## src/rtl/mc_pkg.sv

```systemverilog
// mc_pkg: opcodes, FSM state encodings and control-field encodings for mc_control.
// ADDI states exist only when MC_CONTROL_ADDI_EN is defined.
package mc_pkg;

  localparam logic [5:0] OP_R    = 6'b000000;
  localparam logic [5:0] OP_LW   = 6'b100011;
  localparam logic [5:0] OP_SW   = 6'b101011;
  localparam logic [5:0] OP_BEQ  = 6'b000100;
  localparam logic [5:0] OP_J    = 6'b000010;
  localparam logic [5:0] OP_ADDI = 6'b001000;

  typedef enum logic [3:0] {
    S_IDLE      = 4'd0,
    S_FETCH     = 4'd1,
    S_DECODE    = 4'd2,
    S_MEM_ADDR  = 4'd3,
    S_MEM_READ  = 4'd4,
    S_MEM_WB    = 4'd5,
    S_MEM_WRITE = 4'd6,
    S_R_EXEC    = 4'd7,
    S_R_WB      = 4'd8,
    S_BRANCH    = 4'd9,
    S_JUMP      = 4'd10
`ifdef MC_CONTROL_ADDI_EN
    ,
    S_ADDI_EXEC = 4'd11,
    S_ADDI_WB   = 4'd12
`endif
  } state_t;

  localparam logic [2:0] ALU_ADD   = 3'b000;
  localparam logic [2:0] ALU_SUB   = 3'b001;
  localparam logic [2:0] ALU_FUNCT = 3'b010;

  localparam logic [1:0] SRCB_REG     = 2'b00;
  localparam logic [1:0] SRCB_FOUR    = 2'b01;
  localparam logic [1:0] SRCB_IMM     = 2'b10;
  localparam logic [1:0] SRCB_IMM_SL2 = 2'b11;

  localparam logic [1:0] PCS_ALU    = 2'b00;
  localparam logic [1:0] PCS_ALUOUT = 2'b01;
  localparam logic [1:0] PCS_JUMP   = 2'b10;

  typedef struct packed {
    logic       pc_write;
    logic       pc_write_cond;
    logic [1:0] pc_source;
    logic       i_or_d;
    logic       mem_read;
    logic       mem_write;
    logic       ir_write;
    logic       reg_dst;
    logic       mem_to_reg;
    logic       reg_write;
    logic       alu_src_a;
    logic [1:0] alu_src_b;
    logic [2:0] alu_op;
  } ctl_t;

endpackage

```

## src/rtl/mc_out_decode.sv

```systemverilog
// mc_out_decode: maps FSM state and mem_ready to the datapath control word.
// Purely combinational; reset gating is applied by the parent.
module mc_out_decode
  import mc_pkg::*;
(
  input  state_t state,
  input  logic   mem_ready,
  output ctl_t   ctl
);

  always_comb begin
    ctl = '0;
    unique case (state)
      S_FETCH: begin
        ctl.mem_read  = 1'b1;
        ctl.alu_src_b = SRCB_FOUR;
        ctl.alu_op    = ALU_ADD;
        ctl.pc_source = PCS_ALU;
        // IR and PC only load on the cycle the read completes
        ctl.ir_write  = mem_ready;
        ctl.pc_write  = mem_ready;
      end
      S_DECODE: begin
        ctl.alu_src_b = SRCB_IMM_SL2;
        ctl.alu_op    = ALU_ADD;
      end
`ifdef MC_CONTROL_ADDI_EN
      S_MEM_ADDR, S_ADDI_EXEC: begin
`else
      S_MEM_ADDR: begin
`endif
        ctl.alu_src_a = 1'b1;
        ctl.alu_src_b = SRCB_IMM;
        ctl.alu_op    = ALU_ADD;
      end
      S_MEM_READ: begin
        ctl.mem_read = 1'b1;
        ctl.i_or_d   = 1'b1;
      end
      S_MEM_WRITE: begin
        ctl.mem_write = 1'b1;
        ctl.i_or_d    = 1'b1;
      end
      S_MEM_WB: begin
        ctl.reg_write  = 1'b1;
        ctl.mem_to_reg = 1'b1;
      end
      S_R_EXEC: begin
        ctl.alu_src_a = 1'b1;
        ctl.alu_src_b = SRCB_REG;
        ctl.alu_op    = ALU_FUNCT;
      end
      S_R_WB: begin
        ctl.reg_write = 1'b1;
        ctl.reg_dst   = 1'b1;
      end
      S_BRANCH: begin
        ctl.alu_src_a     = 1'b1;
        ctl.alu_src_b     = SRCB_REG;
        ctl.alu_op        = ALU_SUB;
        ctl.pc_write_cond = 1'b1;
        ctl.pc_source     = PCS_ALUOUT;
      end
      S_JUMP: begin
        ctl.pc_write  = 1'b1;
        ctl.pc_source = PCS_JUMP;
      end
`ifdef MC_CONTROL_ADDI_EN
      S_ADDI_WB: begin
        ctl.reg_write = 1'b1;
      end
`endif
      default: ;
    endcase
  end

endmodule

```

## src/rtl/mc_control.sv

```systemverilog
// mc_control: multi-cycle MIPS control FSM with retire counter and illegal-op flag.
// Define MC_CONTROL_ADDI_EN to decode ADDI; otherwise ADDI is illegal.
module mc_control
  import mc_pkg::*;
#(
  parameter int CNT_W = 32
) (
  input  logic             clk,
  input  logic             rst_n,
  input  logic [5:0]       opcode,
  input  logic             mem_ready,
  output logic             pc_write,
  output logic             pc_write_cond,
  output logic [1:0]       pc_source,
  output logic             i_or_d,
  output logic             mem_read,
  output logic             mem_write,
  output logic             ir_write,
  output logic             reg_dst,
  output logic             mem_to_reg,
  output logic             reg_write,
  output logic             alu_src_a,
  output logic [1:0]       alu_src_b,
  output logic [2:0]       alu_op,
  output logic             illegal_op,
  output logic [CNT_W-1:0] instr_retired,
  output logic [3:0]       state
);

  state_t           state_q;
  state_t           state_d;
  logic             is_sw_q;
  logic             illegal;
  logic             retire;
  logic [CNT_W-1:0] cnt_q;
  ctl_t             ctl;
  ctl_t             ctl_g;

  always_ff @(posedge clk) begin
    if (!rst_n) begin
      state_q <= S_IDLE;
      is_sw_q <= 1'b0;
      cnt_q   <= '0;
    end else begin
      state_q <= state_d;
      // remember LW vs SW so later opcode changes are ignored
      if (state_q == S_DECODE) is_sw_q <= (opcode == OP_SW);
      if (retire) cnt_q <= cnt_q + CNT_W'(1);
    end
  end

  always_comb begin
    state_d = state_q;
    illegal = 1'b0;
    unique case (state_q)
      S_IDLE:      state_d = S_FETCH;
      S_FETCH:     if (mem_ready) state_d = S_DECODE;
      S_DECODE: begin
        case (opcode)
          OP_LW, OP_SW: state_d = S_MEM_ADDR;
          OP_R:         state_d = S_R_EXEC;
          OP_BEQ:       state_d = S_BRANCH;
          OP_J:         state_d = S_JUMP;
`ifdef MC_CONTROL_ADDI_EN
          OP_ADDI:      state_d = S_ADDI_EXEC;
`endif
          default: begin
            state_d = S_FETCH;
            illegal = 1'b1;
          end
        endcase
      end
      S_MEM_ADDR:  state_d = is_sw_q ? S_MEM_WRITE : S_MEM_READ;
      S_MEM_READ:  if (mem_ready) state_d = S_MEM_WB;
      S_MEM_WRITE: if (mem_ready) state_d = S_FETCH;
      S_R_EXEC:    state_d = S_R_WB;
`ifdef MC_CONTROL_ADDI_EN
      S_ADDI_EXEC: state_d = S_ADDI_WB;
      S_ADDI_WB:   state_d = S_FETCH;
`endif
      S_MEM_WB, S_R_WB, S_BRANCH, S_JUMP:
                   state_d = S_FETCH;
      default:     state_d = S_IDLE;
    endcase
  end

  // entries from IDLE, FETCH stalls and illegal DECODE do not retire
  assign retire = (state_d == S_FETCH) &&
                  (state_q != S_IDLE) &&
                  (state_q != S_FETCH) &&
                  (state_q != S_DECODE);

  mc_out_decode u_out (
    .state     (state_q),
    .mem_ready (mem_ready),
    .ctl       (ctl)
  );

  assign ctl_g = rst_n ? ctl : '0;

  assign pc_write      = ctl_g.pc_write;
  assign pc_write_cond = ctl_g.pc_write_cond;
  assign pc_source     = ctl_g.pc_source;
  assign i_or_d        = ctl_g.i_or_d;
  assign mem_read      = ctl_g.mem_read;
  assign mem_write     = ctl_g.mem_write;
  assign ir_write      = ctl_g.ir_write;
  assign reg_dst       = ctl_g.reg_dst;
  assign mem_to_reg    = ctl_g.mem_to_reg;
  assign reg_write     = ctl_g.reg_write;
  assign alu_src_a     = ctl_g.alu_src_a;
  assign alu_src_b     = ctl_g.alu_src_b;
  assign alu_op        = ctl_g.alu_op;
  assign illegal_op    = rst_n & illegal;
  assign instr_retired = cnt_q;
  assign state         = state_q;

endmodule

```

## config.mk

```make
export PLATFORM = sky130hd
export DESIGN_NAME = mc_control
export DESIGN_NICKNAME = d
export VERILOG_FILES = /design/src/rtl/mc_pkg.sv /design/src/rtl/mc_out_decode.sv /design/src/rtl/mc_control.sv
export SDC_FILE = /design/constraint.sdc
export NUM_CORES = 1
export LEC_CHECK = 0
export CAP_MARGIN = 25
export CORE_MARGIN = 2
export CORE_UTILIZATION = 25
export DETAILED_ROUTE_END_ITERATION = 7
export PLACE_DENSITY = 0.57
export SLEW_MARGIN = 20
export SYNTH_ARGS = -nofsm -noshare
export SYNTH_HDL_FRONTEND = slang
export SYNTH_SLANG_ARGS = --single-unit
```

## constraint.sdc

```tcl
create_clock -name clk -period 2.4 [get_ports clk]
set_clock_uncertainty 0.1 [all_clocks]
set_input_delay 0.36 -clock clk [delete_from_list [all_inputs] [get_ports clk]]
set_output_delay 0.36 -clock clk [all_outputs]
set_load 0.01 [all_outputs]
```

==> Word-level counts from Yosys, hierarchy flattened <==
Index checks and enable logic that the tools add are counted.
{ "word_totals": {"elab_cells": 56, "regBits": 37, "out_inout_bits": 54, "in_bits": 9} }
{ "classes": {"n_eq_ne": 17, "muxes": 21, "bitwise": 1, "n_reduce_logical": 13, "n_addsub": 1} }
{ "ops": {"columns": ["operator", "n"], "rows": [
  ["$add 32x1->32 const B", 1],
  ["$pmux 4 s7", 1],
  ["$pmux 5 s5", 1],
  ["$mux 17", 1],
  ["$eq 4x3->1 const B", 4],
  ["$pmux 4 s4", 1],
  ["$eq 4x4->1 const B", 3],
  ["$eq 6x6->1 const B", 2],
  ["$mux 4", 3],
  ["$mux 1", 11],
  ["$reduce_or 5->1", 2],
  ["$eq 4x1->1 const B", 2],
  ["$eq 4x2->1 const B", 2],
  ["$reduce_or 2->1", 4],
  ["$eq 6x2->1 const B", 1],
  ["$eq 6x3->1 const B", 1],
  ["$logic_not 6->1", 1],
  ["$logic_not 4->1", 1],
  ["$ne 4x1->1 const B", 1],
  ["$ne 4x2->1 const B", 1],
  ["$pmux 2 s2", 1],
  ["$reduce_bool 4->1", 1],
  ["$logic_and 1x1->1", 3],
  ["$reduce_or 3->1", 1],
  ["3 further kinds", 3]
]} }

==> Depth between registers and ports, before layout <==
{ "logic_depth": {"ltp_word": 8, "ltp_mapped": 8, "ltp_nobuf": 6} }

==> Hierarchy <==
From an unflattened synthesis, not the netlist that was laid out.
{ "hier_totals": {"hier_cells": 295, "hier_area_um2": 2387.3} }
{ "by_module_without_submodules": {"columns": ["mod", "instances", "cells_each", "area_each_um2", "seq_area_each_um2"], "rows": [
  ["mc_control", 1, 261, 2167.1, 740.7],
  ["mc_out_decode", 1, 34, 220.2, 0.0]
]} }

==> Worst setup path after synthesis <==
No wires, ideal clock.
{ "synth_timing": {"path_kind": "flip-flop to output port", "startpoint": "reg state_q[1], in the netlist state[1]", "endpoint": "out illegal_op", "required_ns": 1.940, "slack_ns": 0.450, "t_arrival_ns": 1.490, "path_buffers": 1, "path_stages_with_launch": 6, "path_cell_list": "dfxtp_1 clkbuf_1 nand2b_1 nor3_1 nand2_1 nor3_1"} }
{ "synth_between": {"elab_chain_cells": 3} }
{ "synth_rtl": {"columns": ["element", "line_no", "text"], "rows": [
  ["start: declaration", "mc_control.sv:30", "state_t state_q;"],
  ["start signal: assignment", "mc_control.sv:45", "state_q <= state_d;"],
  ["$eq 4x2->1", "mc_control.sv:55", "unique case (state_q)"],
  ["$mux 1", "mc_control.sv:55", null],
  ["$and 1x1->1", "mc_control.sv:114", "assign illegal_op = rst_n & illegal;"],
  ["end: declaration", "mc_control.sv:25", "output logic illegal_op,"]
]} }
No other way between the ends.

==> Worst setup path after layout <==
{ "layout_timing": {"startpoint": "reg state_q[0], in the netlist state[0]", "endpoint": "out pc_write"} }
{ "layout_between": {"elab_chain_cells": 3, "word_cells_on_any_way": 4, "cone_classes": "eq/ne (2); mux (2)"} }
{ "layout_rtl": {"columns": ["element", "line_no", "text"], "rows": [
  ["$eq 4x4->1 or $eq 4x1->1 (tied branches)", "mc_out_decode.sv:13", "unique case (state)"],
  ["$pmux 1 s2 *", "mc_out_decode.sv:13", null],
  ["$mux 17 *", "mc_control.sv:99", "assign ctl_g = rst_n ? ctl : '0;"],
  ["end: declaration", "mc_control.sv:12", "output logic pc_write,"]
]} }
Every way passes the cells marked *; elsewhere a longest branch is shown, timed or not.

==> flow_summary.toml <==
[status]
outcome = "finished clean"

[sta]
final_hold_viol_count = 0
clock.fmax_mhz = 441
min_period_ns = 2.27
slew_viol_final = 0
min_period_over_period = 0.945
rsz0062_at_grt = "no"
setup_violations = 0
setup_ws_ns = 0.131
hold_ws_ns = 0.368

[power]
clkPwrFrac = 0.387
max-vdd-ir-drop_uv = 241
seq_power_share = 0.521
comb_power_share = 0.092
p_per_area_mw_per_mm2 = 398
p_sw_mw = 0.289
p_leak_nw = 1.09
switching_share = 0.242
internal-power_mw = 0.906

[worst_setup_path]
r2r.worst_path.cells = 5
critPathBufInv = 2
cpMaxStageDelayCell = "clkdlybuf4s50_1"
regToRegStartpoint = "instr_retired[15]$_SDFFE_PN0P_"
critical_path.top_delay_family = "buffers and inverters"
critical_path_class = "reg2out"
cp_num_cells = 5
r2r_slack_ns = 0.39
cp-start-kind = "register"
crit_arrival_ns = 1.81
required_ns = 1.94
crit_chain = "nand2b_1 > buf_4 > nor2_1 > or2_2 > clkdlybuf4s50_1"
endpoint_kind = "output pin"
rr_endpoint = "instr_retired[25]$_SDFFE_PN0P_"
max_stage_delay_ns = 0.48
cp_max_fo = 8

[hold_path]
min-delay-start = "is_sw_q$_SDFFE_PN0P_"
worstHoldPathCells = 2
worstHoldEndpoint = "is_sw_q$_SDFFE_PN0P_"
hold_class = "reg2reg"

[route]
vias = 1994
wl_per_cell_microns = 12.5
wl_met1_microns = 2410
routed-wl-met3_microns = 224
drtPass1Iterations = 4
drtIter0Drc = 78
drcViolationCount = 0
top_layer = "met4"
wl_microns = 5330
final_antenna_net_count = 0
wl_met2_microns = 2610
vias_per_cell = 4.68

[layout]
nets = 330
finish.instance_area_sq_mm = 0.00300
drive_gt1_frac = 0.112
seqCellArea_sq_um = 747
n_fill_cell = 839
final_cells = 426
n_antenna_cell = 0
multiInputGateArea_sq_mm = 0.00129
syn_to_final_growth_pct = 42.1
fin_util = 0.365

[clocking]
cts_made_buffers = 5
htreeDepth = 2
post-cts-setup-buffers = 0
hold_buffers = 0
cts_root_buf = "clkbuf_8"
cts.clk_slew.worst_paths_ns = 0.08
tritoncts = "built"
clkLatencyLatePin_ns = 0.29
cts_resized = 5
clock_sink_count = 37
clockBufferDepth = 2

[logic_synthesis]
ys.flop_type = "dfxtp_1"
yosysUniqueCellTypes = 45
async_reset_ff_frac = 0
yosys_warnings = 0
yosys_register_bits = 37
synth_area_sq_mm = 0.00211
ys_seq_area_frac = 0.351
yosysTopAreaCellShare = 0.351
netlist_instances = 254
yosysTopAreaCell = "dfxtp_1"
synth_area_leaders = "dfxtp_1 (35%), xnor2_1 (10%), and2_1 (8.0%), nand4_1 (4.7%), nor2_1 (3.4%)"
syn_avg_cell_area_sq_um = 8.32
syn_nets = 264
synth_edf_count = 0

[die]
initial_core_util = 0.257
fp.dieW_microns = 95.9
die_area_sq_mm = 0.00920
die_height_microns = 95.9
coreArea_sq_mm = 0.00822
std_cell_rows = 33
num_io_pins = 63

[placement]
dp.cells = 418
gp_congestion = 0.838
dpl.hpwl_microns = 3890
pre_cts_ws_ns = -0.0450
place_area_sq_mm = 0.00289
placement.io_buffers = 61

[global_route]
grt_max_degree = 36
grtUsageTotal = 0.125
grt_pass1_vias = 1963
grt_pass1_wl_microns = 9200
antenna_found_initial = 0
grt-ovfl-total = 0

[flow_run]
drv_cap = 0
[power groups by stage]
stage	logic [mW]	clock network (mW)	registers [mW]
after detailed placement	0.111	0	0.638
after global routing	0.121	0.500	0.623
final	0.110	0.463	0.623
after floorplan	0.0539	0	0.636
after global placement	0.110	0	0.637
after CTS	0.110	0.482	0.624
[registers in the layout (all words and copies together) (netlist names)]
| signal | cells |
|---|---|
| instr_retired | 32 |
| state | 4 |
| is_sw_q | 1 |
[final cells by class]
cell class                      instances  share of cell area
Multi-Input combinational cell        197               0.429
Sequential cell                        37               0.249
Timing Repair Buffer                   74               0.240
Tap cell                              105              0.0438
Clock buffer                            6              0.0275
Inverter                                5             0.00625
Clock inverter                          2             0.00458
[cell families after synthesis]
family / count (synthesis) / synth area share
AOI/OAI and AO/OA: 30 / 0.0941
xor gates and xnor gates: 27 / 0.112
adders and majority gates: 1 / 0.00592
buffers and inverters: 20 / 0.0444
DFF: 37 / 0.351
muxes: 3 / 0.0142
other: 1 / 0.00177
and+or+nand+nor: 135 / 0.377
[cell usage after synthesis (all sizes together), types with 2 or more instances]
cell	number
nor3b	2
mux2i	3
nor4	5
a21boi	5
o21ai	6
xor2	2
dfxtp	37
nor2b	2
or2	2
inv	5
or3	3
and2	27
nor3	8
xnor2	25
o31ai	3
o211ai	2
buf	6
nand3	16
nand2	18
clkbuf	9
nor2	19
and3	5
or4	2
a21oi	7
nand4	18
nand2b	6
[cell usage in the layout, fill, tap and decap left out, types with 2 or more instances in the layout]
cell / count
or3_1: 3
xor2_1: 2
o31ai_1: 3
a21oi_1: 7
nor3_1: 6
xnor2_1: 25
and3_1: 5
dfxtp_2: 2
or2_2: 2
nor3b_1: 2
nand4_1: 16
nand3_1: 14
or4_1: 2
and2_1: 27
clkbuf_8: 6
nor4_4: 2
o21ai_0: 6
nor2_1: 18
dlygate4sd2_1: 2
nor3_2: 2
buf_4: 12
nand3_2: 2
dfxtp_1: 34
nand2_1: 18
nor4_1: 3
a21boi_1: 4
mux2i_1: 3
clkdlybuf4s50_1: 58
inv_1: 5
nand2b_1: 6
o211ai_1: 2
[worst max-delay path by stage]
stage | startpoint | to | slack [ns]
3_5_place_dp | opcode[5] | illegal_op | -0.04
3_3_place_gp | opcode[5] | illegal_op | -0.04
6_report | state[0]$_SDFF_PN0_ | pc_write | 0.13
5_1_grt | state[3]$_SDFF_PN0_ | pc_write | 0.02
4_1_cts | state[2]$_SDFF_PN0_ | pc_write | 0.02
2_1_floorplan | state[1]$_SDFF_PN0_ | illegal_op | 0.45
[per-layer routing]
metal / vias up / global-route usage
met5: - / 0
met4: 0 / 0.0310
met3: 6 / 0.0290
met1: 921 / 0.160
met2: 48 / 0.211
li1: 1019 / -
[worst reg2reg max path: cells and delay by family, from the launching register on]
kind,cells,cell delay (ns)
AOI/OAI and AO/OA,1,0.14
and+or+nand+nor,4,1.25
DFF,1,0.45
[per-stage QoR]
step                TNS (ns)  total power [mW]
floorplan                  0             0.690
global placement     -0.0759             0.748
detailed placement   -0.0794             0.748
CTS                        0              1.22
global route               0              1.24
finish                     0              1.19
Note: power is estimated with default switching activity, not from simulation.
